**src/rtl/cache_tag_ctrl_pkg.sv**
```systemverilog
// rtl/cache_tag_ctrl_pkg.sv - shared cache widths, FSM state encoding and line mask
package cache_tag_ctrl_pkg;

  localparam int ADDR_W   = 32;
  localparam int INDEX_W  = 6;
  localparam int OFFSET_W = 4;
  localparam int TAG_W    = ADDR_W - INDEX_W - OFFSET_W;

  localparam logic [ADDR_W-1:0] LINE_MASK = {{(ADDR_W-OFFSET_W){1'b1}}, {OFFSET_W{1'b0}}};

  typedef enum logic [2:0] {
    S_INIT,
    S_IDLE,
    S_CMP,
    S_MREQ,
    S_MWAIT,
    S_UPD,
    S_RESP
  } state_t;

endpackage

```
**src/rtl/cache_tag_ctrl.sv**
```systemverilog
// rtl/cache_tag_ctrl.sv - direct-mapped cache lookup/refill controller driving a 64-entry tag store
module cache_tag_ctrl #(
  parameter int ADDR_W   = cache_tag_ctrl_pkg::ADDR_W,
  parameter int INDEX_W  = cache_tag_ctrl_pkg::INDEX_W,
  parameter int OFFSET_W = cache_tag_ctrl_pkg::OFFSET_W,
  parameter int TAG_W    = ADDR_W - INDEX_W - OFFSET_W
) (
  input  logic                clk,
  input  logic                rst_n,
  input  logic                req_valid,
  output logic                req_ready,
  input  logic [ADDR_W-1:0]   req_addr,
  output logic                resp_valid,
  input  logic                resp_ready,
  output logic                resp_hit,
  output logic                resp_err,
  input  logic                flush_i,
  output logic                busy_o,
  output logic                mem_req_valid,
  input  logic                mem_req_ready,
  output logic [ADDR_W-1:0]   mem_req_addr,
  input  logic                mem_resp_valid,
  input  logic                mem_resp_err,
  output logic [INDEX_W-1:0]  teg_addr_o,
  output logic [TAG_W-1:0]    teg_o,
  output logic                teg_valid_o,
  output logic                teg_ena_o,
  input  logic [TAG_W-1:0]    teg_data_i,
  input  logic                teg_data_valid_i
);
  import cache_tag_ctrl_pkg::*;

  localparam logic [ADDR_W-1:0] LINE_MASK_L = {{(ADDR_W-OFFSET_W){1'b1}}, {OFFSET_W{1'b0}}};

  state_t               state, state_nx;
  logic [INDEX_W-1:0]   cnt;
  logic [ADDR_W-1:0]    lat_addr;
  logic                 flush_pending;
  logic                 ena_c;
  logic                 flush_req;
  logic                 tag_hit;
  logic [TAG_W-1:0]     lat_tag;
  logic [INDEX_W-1:0]   lat_idx;

  assign lat_tag   = lat_addr[ADDR_W-1:OFFSET_W+INDEX_W];
  assign lat_idx   = lat_addr[OFFSET_W+INDEX_W-1:OFFSET_W];
  assign flush_req = flush_pending | flush_i;
  assign tag_hit   = teg_data_valid_i && (teg_data_i == lat_tag);

  // The tag store has no reset of its own, so the write enable is gated by
  // reset to guarantee nothing lands in it while rst_n is held low.
  assign teg_ena_o    = ena_c & rst_n;
  assign resp_valid   = (state == S_RESP);
  assign busy_o       = (state != S_IDLE);
  assign mem_req_addr = lat_addr & LINE_MASK_L;

  always_comb begin
    state_nx      = state;
    req_ready     = 1'b0;
    ena_c         = 1'b0;
    teg_o         = '0;
    teg_valid_o   = 1'b0;
    teg_addr_o    = lat_idx;
    mem_req_valid = 1'b0;
    case (state)
      S_INIT: begin
        ena_c      = 1'b1;
        teg_addr_o = cnt;
        if (&cnt) state_nx = S_IDLE;
      end
      S_IDLE: begin
        // Index comes straight from the request so the registered read data
        // is ready for the compare in the very next cycle.
        teg_addr_o = req_addr[OFFSET_W+INDEX_W-1:OFFSET_W];
        req_ready  = !flush_req;
        if (flush_req)      state_nx = S_INIT;
        else if (req_valid) state_nx = S_CMP;
      end
      S_CMP:   state_nx = tag_hit ? S_RESP : S_MREQ;
      S_MREQ: begin
        mem_req_valid = 1'b1;
        if (mem_req_ready) state_nx = S_MWAIT;
      end
      S_MWAIT: begin
        if (mem_resp_valid) state_nx = mem_resp_err ? S_RESP : S_UPD;
      end
      S_UPD: begin
        ena_c       = 1'b1;
        teg_o       = lat_tag;
        teg_valid_o = 1'b1;
        state_nx    = S_RESP;
      end
      S_RESP: begin
        if (resp_ready) state_nx = S_IDLE;
      end
      default: state_nx = S_INIT;
    endcase
  end

  always_ff @(posedge clk or negedge rst_n) begin
    if (!rst_n) begin
      state         <= S_INIT;
      cnt           <= '0;
      lat_addr      <= '0;
      flush_pending <= 1'b0;
      resp_hit      <= 1'b0;
      resp_err      <= 1'b0;
    end else begin
      state <= state_nx;
      if (state == S_INIT) cnt <= cnt + 1'b1;
      if (state == S_IDLE && req_ready && req_valid) lat_addr <= req_addr;
      if (state_nx == S_INIT && state != S_INIT) flush_pending <= 1'b0;
      else if (flush_i && state != S_IDLE)       flush_pending <= 1'b1;
      if (state == S_CMP) begin
        resp_hit <= tag_hit;
        resp_err <= 1'b0;
      end else if (state == S_MWAIT && mem_resp_valid) begin
        resp_hit <= 1'b0;
        resp_err <= mem_resp_err;
      end
    end
  end

endmodule

```
**config.mk**
```make
export PLATFORM = sky130hd
export DESIGN_NAME = cache_tag_ctrl
export DESIGN_NICKNAME = d
export VERILOG_FILES = /design/src/rtl/cache_tag_ctrl_pkg.sv /design/src/rtl/cache_tag_ctrl.sv
export SDC_FILE = /design/constraint.sdc
export NUM_CORES = 1
export LEC_CHECK = 0
export ABC_CLOCK_PERIOD_IN_PS = 2500
export CAP_MARGIN = 20
export CELL_PAD_IN_SITES_DETAIL_PLACEMENT = 0
export CELL_PAD_IN_SITES_GLOBAL_PLACEMENT = 1
export CORE_UTILIZATION = 30
export DETAILED_ROUTE_END_ITERATION = 10
export PLACE_DENSITY_LB_ADDON = 0.1
export SLEW_MARGIN = 40
export SYNTH_ARGS = -nofsm -noshare
export SYNTH_HDL_FRONTEND = slang
export SYNTH_SLANG_ARGS = --single-unit
```
**constraint.sdc**
```tcl
create_clock -name clk -period 2.5 [get_ports clk]
set_input_delay 0.25 -clock clk [delete_from_list [all_inputs] [get_ports clk]]
set_output_delay 0.25 -clock clk [all_outputs]
set_load 0.01 [all_outputs]
```
==> results of run 1 <==
report_power, final:
| part | total (mW) | internal [mW] | switching (mW) |
|---|---|---|---|
| registers | 1.28 | 0.951 | 0.328 |
| logic | 2.01 | 1.25 | 0.763 |
| clock network | 0.455 | 0.221 | 0.235 |
state kept, by name (all words and copies together), names as in the netlist:
| signal | flops |
|---|---|
| cnt | 6 |
| flush_pending | 1 |
| lat_addr | 28 |
| resp_err | 1 |
| resp_hit | 1 |
| state | 3 |
area by class of cell:
| class | instances | area (sq um) |
|---|---|---|
| clock buffers | 6 | 82.6 |
| flip-flops and latches | 40 | 1000 |
| repair buffers | 129 | 1270 |
| well taps | 99 | 124 |
| inverters | 4 | 15.0 |
| multi-input cells | 147 | 1180 |
| fillers | 677 | 3570 |
| clock inverters | 2 | 10.0 |
critical path: stages (launching register included):
cell and delay [ns]:
dfrtp_1 0.38, or2_1 0.38, nor2_2 0.31, o21a_1 0.17, clkdlybuf4s50_1 0.53
worst max-delay path by stage:
stage | slack [ns] | end | cells after the start | from
finish | 0.18 | teg_ena_o | 4 | state[2]$_DFF_PN0_
global placement | 0.50 | teg_ena_o | 4 | state[2]$_DFF_PN0_
detailed placement | 0.46 | teg_ena_o | 4 | state[2]$_DFF_PN0_
global route | 0.001 | teg_ena_o | 4 | state[2]$_DFF_PN0_
floorplan | 0.65 | lat_addr[13]$_DFFE_PN0P_ | 6 | state[0]$_DFF_PN0_
CTS | 0.13 | teg_ena_o | 4 | state[2]$_DFF_PN0_
metrics by stage:
| stage | worst slack (ns) | hold WS (ns) | power, mW | util [%] |
|---|---|---|---|---|
| after global routing | 0.000974 | 0.121 | 4.05 | 50.8 |
| final | 0.184 | 0.0682 | 3.74 | 50.8 |
| after global placement | 0.498 | 0.435 | 3.31 | 49.5 |
| after detailed placement | 0.456 | 0.425 | 3.33 | 49.5 |
| after CTS | 0.133 | 0.102 | 3.80 | 50.8 |
| after floorplan | 0.655 | -0.0456 | 2.28 | - |
Yosys cell counts, drive strengths merged (2+ instances only):
cell type  instances  area, sq um
dfrtp             40         1000
clkbuf             6         22.5
and3               2         12.5
nor4               2         12.5
nor2               5         21.3
and2              22          138
nor3b              2         15.0
a21oi              3         15.0
o21ai              9         45.0
inv                4         15.0
mux2              29          364
buf                7         57.6
mux2i              7         70.1
xnor2             22          193
nand2             12         45.0
nand4              7         43.8
xor2               5         43.8
o21a               2         15.0
cells in the final DEF (no fill, tap or decap), types with 2 or more instances in the layout:
cell type and instances:
o21a_1 2, nor2_1 4, dfrtp_1 40, clkbuf_8 6
and2_1 22, a21oi_1 3, xor2_1 5, xnor2_1 22
mux2i_1 7, nand2_1 12, buf_4 7, and3_1 2
o21ai_0 9, nand4_1 7, inv_1 4, nor4_1 2
conb_1 4, mux2_4 10, clkdlybuf4s50_1 121, mux2_2 19
clkinv_2 2
metal layers:
layer | up-vias | GRT usage [%] | routed length (um) | part of all wire, %
met5 | - | 0 | 0 | 0
met4 | 0 | 4.84 | 66 | 1.1
met3 | 5 | 6.16 | 565 | 9.2
met2 | 82 | 26.2 | 2780 | 45
met1 | 877 | 21.6 | 2720 | 44
li1 | 930 | - | - | -
kinds of logic (layout without fill, tap and decap cells):
| group | after synthesis | count (layout) |
|---|---|---|
| mux | 36 | 36 |
| simple gates | 59 | 59 |
| fa+ha+maj | 1 | 1 |
| buf+inv | 17 | 141 |
| flops | 40 | 40 |
| compound gates | 20 | 20 |
| other cells | 1 | 4 |
| xor+xnor | 27 | 27 |
==> metrics.txt, run 1 <==
status complete, no violations; GRT overflow 0; Synth Area in XOR/XNOR 10.5%; number of synthesized register bits 40; Hold WC Path Type primary input to asynchronous set/reset pin; die area 0.00789 sq mm; Arrival @ worst endpoint 2.07 ns; worst r2r dst lat_addr[16]$_DFFE_PN0P_; Vias per Instance 4.44; Seq/Total Area, Yosys 44.3%; Final Cell Area 0.00368 sq mm; CTS Hold Bufs 0; Clock Skews 0.00410 ns; Clock Sinks 40; reg2reg setup slack 0.55 ns; Synth Area in Compound Gates 5.64%; Buffers on Ports 122; final net count 391; Chip Height 88.8 um; floorplan core area 0.00725 sq mm; post-synthesis cell area 0.00226 sq mm; n_diodes 0; post-synthesis cell count 201; drt pass-1 iters 4; drt wl/cell 14.4 um; Fin Setup TNS 0 ns; max-cap viol count 0; hpwl dp 4620 um; row count 31; cts bufs inserted 5; vias 1,894; Slew HR 61.8%; Post-Place Cells 419; worst r2r path cells 6; Starting DRT DRC Count 40; Worst VDD drop 0.491 mV; Worst Path Max Fanout 13; Non-Filler Instances 427; Die Width 88.8 um; Max Buffers Root-to-Sink 2; share of layout cells above drive strength 1 15.5%; period utilization 92.6%; drt total wl 6130 um; largest family of logic cells by synthesized area multiplexers; H-tree levels 2; drc violations 0; critical path required time 2.25 ns; Area Overhead vs Synth 62.9%; Max Fclk 0.432 GHz; crit path launch type flop; Post-Synth Adder-Cell Area 0.553%; Slew Viols, Final 0; Antenna Nets Post-Route 0; Routability Congestion 0.737; number of synthesized flops with an enable pin 0; Worst-Skew Late Latency 0.29 ns; Ys Warns 0; largest net degree at the start of global routing 41; Fin. Hold Viols 0; Area after DPL 0.00359 sq mm; CTS tree yes; first-pass GRT wire length 9650 um; minimum clock period 2.32 ns; most used flip-flop cell after synthesis dfrtp_1; Synth Area in Simple Gates 15.5%; slew at the pin with the worst max-slew slack 0.565 ns; Initial Util 31.2%; RSZ-0062 raised after global routing no; average cell area after synthesis 11.2 sq um; Ports 131; post-synth cell types 37; clk slew on worst S/H paths 0.08 ns; ys async rst share 100%; Pwr Density 1020 mW/mm^2; RR Startpoint state[2]$_DFF_PN0_; post-CTS setup buffers 0; WS Path Type flop to output port; all-layer global routing usage 16.7%; root buf cell clkbuf_8; post_cts resized 0; vias in the first global route 1,893; CP endpoint kind output port; mux share of post-synthesis cell area 19.2%; Leak Pwr 1.53 nW; initial antenna violation count 0; final setup fails 0
Power figures use the tool's default switching activity.
==> inputs of run 2 (changes only) <==
RECOVER_POWER = 50   (was unset)
==> run 2 against run 1 <==
Against the previous run: sequential share of layout area is 0.056 points higher; die area stayed put; clock skew is 0.0013 ns higher; cell count stayed put; core utilization is 0.10 points lower; count of clock-buffer cells in the layout stayed put; maximum frequency is 1.1% lower; via count is 0.48% higher; critical path depth is 1 higher; combinational power is 4% lower; worst setup slack worse by 0.025 ns; largest power group unchanged; highest routed layer unchanged.
==> metrics.txt, run 2 (same netlist as run 1, synthesis figures left out) <==
Worst VDD drop 0.465 mV; Arrival @ worst endpoint 2.09 ns; Slew HR 32.8%; vias in the first global route 1,893; drt total wl 6160 um; die area 0.00789 sq mm; CP max stage cell clkdlybuf4s50_1; Largest register FFs 28; Slew Viols, Final 0; Clock Sinks 40; Worst Path Max Fanout 19; CTS tree yes; status complete, no violations; Starting DRT DRC Count 39; floorplan core area 0.00725 sq mm; Fill cells 680; Die Width 88.8 um; most frequent cells in the layout clkdlybuf4s50_1, dfrtp_1, dlygate4sd3_1; Reg with most FFs lat_addr; Fin Setup TNS 0 ns; CTS Hold Bufs 0; share of layout cells above drive strength 1 14.9%; initial antenna violation count 0; Clock Skews 0.00542 ns; minimum clock period 2.34 ns; period utilization 93.6%; Area after DPL 0.00359 sq mm; largest net degree at the start of global routing 41; Area Overhead vs Synth 62.5%; drc violations 0; switching power total 1.32 mW; Reg power frac 34.8%; CP endpoint kind output port; Ports 131; max incr delay on CP 0.55 ns; final setup fails 0; Hold WC Path Type primary input to asynchronous set/reset pin; crit path launch type flop; cts bufs inserted 5; crit path cell chain clkbuf_1 -> nor3b_2 -> buf_4 -> and2_1 -> clkdlybuf4s50_1; Antenna Nets Post-Route 0; drt wl/cell 14.4 um; Routability Congestion 0.737; Pint 2.33 mW; root buf cell clkbuf_8; all-layer global routing usage 16.7%; power share of the combinational group 52.8%; vias 1,903; Leak Pwr 1.56 nW; post_cts resized 0; Fin. Hold Viols 0; Clock Power Share 12.5%; post-CTS setup buffers 0; biggest regs lat_addr (28), cnt (6), state (3); Max Buffers Root-to-Sink 2; sw frac 36.1%; RSZ-0062 raised after global routing no; hpwl dp 4620 um; WS Path Type flop to output port; Max Fclk 0.427 GHz; critical path required time 2.25 ns; Buffers on Ports 122; Worst-Skew Late Latency 0.29 ns; Pwr Density 994 mW/mm^2; H-tree levels 2; most common cell after layout, fill and taps aside clkdlybuf4s50_1; drt pass-1 iters 4; clk slew on worst S/H paths 0.08 ns; Initial Util 31.2%; row count 31; max-cap viol count 0; first-pass GRT wire length 9650 um; Chip Height 88.8 um; Vias per Instance 4.46; slew at the pin with the worst max-slew slack 1.01 ns; n_diodes 0; Final Cell Area 0.00367 sq mm; final net count 391; GRT overflow 0; final core occ 50.7%
-- run 2: cell count changes in the layout (fill, tap and decap cells not counted) --
| cell | previous run | this run |
|---|---|---|
| buf_4 | 7 | 5 |
| clkbuf_1 | 0 | 2 |
| dlygate4sd3_1 | 0 | 28 |
| clkdlybuf4s50_1 | 121 | 93 |
| clkbuf_2 | 0 | 1 |
| buf_2 | 1 | 0 |
-- run 2: worst paths after layout --
kind / depth (start not counted) / startpoint / end / slack [ns]
setup / recovery: 5 / state[1]$_DFF_PN0_ / teg_o[1] / 0.16
hold / removal: 2 / rst_n / lat_addr[25]$_DFFE_PN0P_ / 0.33
setup reg to reg: 6 / state[1]$_DFF_PN0_ / lat_addr[16]$_DFFE_PN0P_ / 0.47
hold reg to reg: 1 / cnt[5]$_DFFE_PN0P_ / cnt[5]$_DFFE_PN0P_ / 0.50
max in group asynchronous: 2 / rst_n / state[0]$_DFF_PN0_ / 1.54
min in group clk: 1 / cnt[5]$_DFFE_PN0P_ / cnt[5]$_DFFE_PN0P_ / 0.50
-- run 2: per-stage QoR --
stage          setup WS (ns)  std cells  hold slack (ns)  total power [mW]
2_1_floorplan          0.655        204          -0.0456              2.28
3_3_place_gp           0.498        419            0.435              3.31
3_5_place_dp           0.456        419            0.425              3.33
4_1_cts                0.133        427            0.102              3.80
5_1_grt             0.000974        427            0.447              3.95
6_report               0.159        427            0.331              3.65
-- run 2: cell type report --
type | count | area (sq um) | share of cell area (%)
clock inverters | 2 | 10.0 | 0.272
well taps | 99 | 124 | 3.37
repair buffers | 129 | 1260 | 34.3
flip-flops and latches | 40 | 1000 | 27.2
clock buffers | 6 | 82.6 | 2.25
multi-input cells | 147 | 1180 | 32.1
inverters | 4 | 15.0 | 0.409
-- run 2: power groups by stage --
stage	clock, mW	combinational (mW)	sequential, mW
after detailed placement	0	2.03	1.30
final	0.456	1.93	1.27
after global placement	0	2.02	1.30
after global routing	0.506	2.12	1.33
after CTS	0.472	2.04	1.29
after floorplan	0	0.954	1.33
-- run 2: metal layers --
| metal | part of all wire (%) | GRT usage, % |
|---|---|---|
| met1 | 44 | 21.6 |
| met5 | 0 | 0 |
| met3 | 9.0 | 6.16 |
| met2 | 45 | 26.2 |
| met4 | 1.1 | 4.84 |
-- run 2: critical path: cells and delay by family (launching register included) --
kind / cells / cell delay, ns
and+or+nand+nor: 2 / 0.41
buffers and inverters: 3 / 1.02
DFF: 1 / 0.38
==> inputs of run 3 (changes only) <==
ABC_CLOCK_PERIOD_IN_PS = unset   (was 2500)
CORE_MARGIN = 4   (was unset)
==> run 3 against run 2 <==
Against the previous run: sequential share of layout area hardly changed; largest cell class unchanged; clock skew rose by 0.0026 ns; cell count is 0.23% lower; core utilization fell by 0.32 points; combinational power shrank 2%.
==> metrics.txt, run 3 (same netlist as run 1, synthesis figures left out) <==
Arrival @ worst endpoint 2.10 ns; period utilization 94.2%; Fin Setup TNS 0 ns; H-tree levels 2; Chip Height 94.8 um; Fin. Hold Viols 0; Hold WC Path Type primary input to asynchronous set/reset pin; Initial Util 31.0%; post-CTS setup buffers 0; max-cap viol count 0; Final Cell Area 0.00367 sq mm; vias in the first global route 1,956; Leak Pwr 1.57 nW; row count 31; Ports 131; minimum clock period 2.35 ns; n_diodes 0; CP Capture Point teg_ena_o; Slew HR 31.7%; Reg with most FFs lat_addr; reg2reg setup slack 0.58 ns; Fill cells 721; drt pass-1 iters 4; slew at the pin with the worst max-slew slack 1.02 ns; biggest regs lat_addr (28), cnt (6), state (3); metal3 WL 543 um; root buf cell clkbuf_8; Worst Path Max Fanout 11; Max Buffers Root-to-Sink 2; CTS Hold Bufs 0; Worst VDD drop 0.369 mV; Worst-Skew Late Latency 0.29 ns; WL met2 3030 um; most frequent cells in the layout clkdlybuf4s50_1, dfrtp_1, dlygate4sd3_1; CP endpoint kind output port; clk slew on worst S/H paths 0.08 ns; Clock Sinks 40; final net count 390; vias 1,873; worst hold slack 0.324 ns; hpwl dp 4890 um; largest net degree at the start of global routing 41; Slew Viols, Final 0; Buffers on Ports 122; Antenna Nets Post-Route 0; status complete, no violations; Vias per Instance 4.40; CTS tree yes; Max Fclk 0.425 GHz; critical path required time 2.25 ns; Critical Path Start state[1]$_DFF_PN0_; RR Startpoint state[1]$_DFF_PN0_; Post-Route M1 WL 2710 um; Starting DRT DRC Count 26; Die Width 94.8 um; GRT overflow 0; floorplan core area 0.00729 sq mm; share of layout cells above drive strength 1 15.0%; cts bufs inserted 5; RSZ-0062 raised after global routing no; most common cell after layout, fill and taps aside clkdlybuf4s50_1; drt total wl 6350 um; Pwr Density 992 mW/mm^2; max layer used met4; final setup fails 0; first-pass GRT wire length 10,000 um; Clock Skews 0.00798 ns; Non-Filler Instances 426; drc violations 0; crit path launch type flop; all-layer global routing usage 14.5%; worst r2r dst lat_addr[13]$_DFFE_PN0P_; WS Path Type flop to output port; Post-Place Cells 418; post_cts resized 0; Area after DPL 0.00358 sq mm; drt wl/cell 14.9 um; worst r2r path cells 5; die area 0.00899 sq mm; initial antenna violation count 0; Area Overhead vs Synth 62.4%; Routability Congestion 0.768; Largest register FFs 28
[run 3: cell count changes in the layout (fill, tap and decap cells not counted), sizes merged]
cell,change
dlygate4sd3,+2
clkdlybuf4s50,-2
clkbuf,-1
[run 3: how the worst min path moves through the flow]
stage	from	to	slack [ns]	cells past startpoint
6_report	rst_n	cnt[0]$_DFFE_PN0P_	0.32	2
5_1_grt	rst_n	state[1]$_DFF_PN0_	0.43	2
4_1_cts	rst_n	lat_addr[8]$_DFFE_PN0P_	0.10	2
3_5_place_dp	rst_n	state[1]$_DFF_PN0_	0.42	2
3_3_place_gp	rst_n	state[1]$_DFF_PN0_	0.43	2
2_1_floorplan	rst_n	cnt[0]$_DFFE_PN0P_	-0.05	0
[run 3: through the flow]
step                      setup slack (ns)  total power, mW  utilization [%]
after floorplan                      0.655             2.28                -
after global placement               0.467             3.31             49.1
after detailed placement             0.457             3.33             49.1
after CTS                            0.116             3.80             50.4
after global routing                0.0251             3.92             50.3
final                                0.146             3.64             50.3
[run 3: power by group]
group	switching, mW	total (mW)	internal (mW)	leakage, nW
Sequential	0.354	1.30	0.951	0.497
Clock	0.225	0.445	0.220	0.0510
Combinational	0.727	1.89	1.16	1.02
Total	1.31	3.64	2.33	1.57
[run 3: layout make-up]
| type | instances | area, sq um | share of cell area (%) |
|---|---|---|---|
| Clock buffer | 6 | 82.6 | 2.25 |
| Clock inverter | 2 | 10.0 | 0.273 |
| Inverter | 4 | 15.0 | 0.409 |
| Multi-Input combinational cell | 147 | 1180 | 32.2 |
| Sequential cell | 40 | 1000 | 27.3 |
| Tap cell | 99 | 124 | 3.37 |
| Timing Repair Buffer | 128 | 1260 | 34.3 |
[run 3: layer usage]
layer / up-vias / global-route usage [%]
met5: - / 0
met4: 0 / 3.61
met3: 5 / 6.06
met2: 73 / 23.6
met1: 865 / 17.8
li1: 930 / -
[run 3: worst max-delay path, cell delays in order, from the launching register on]
cell and delay [ns]:
dfrtp_1 0.50, or2_1 0.36, nor2_2 0.26, o21a_1 0.15, clkdlybuf4s50_1 0.56
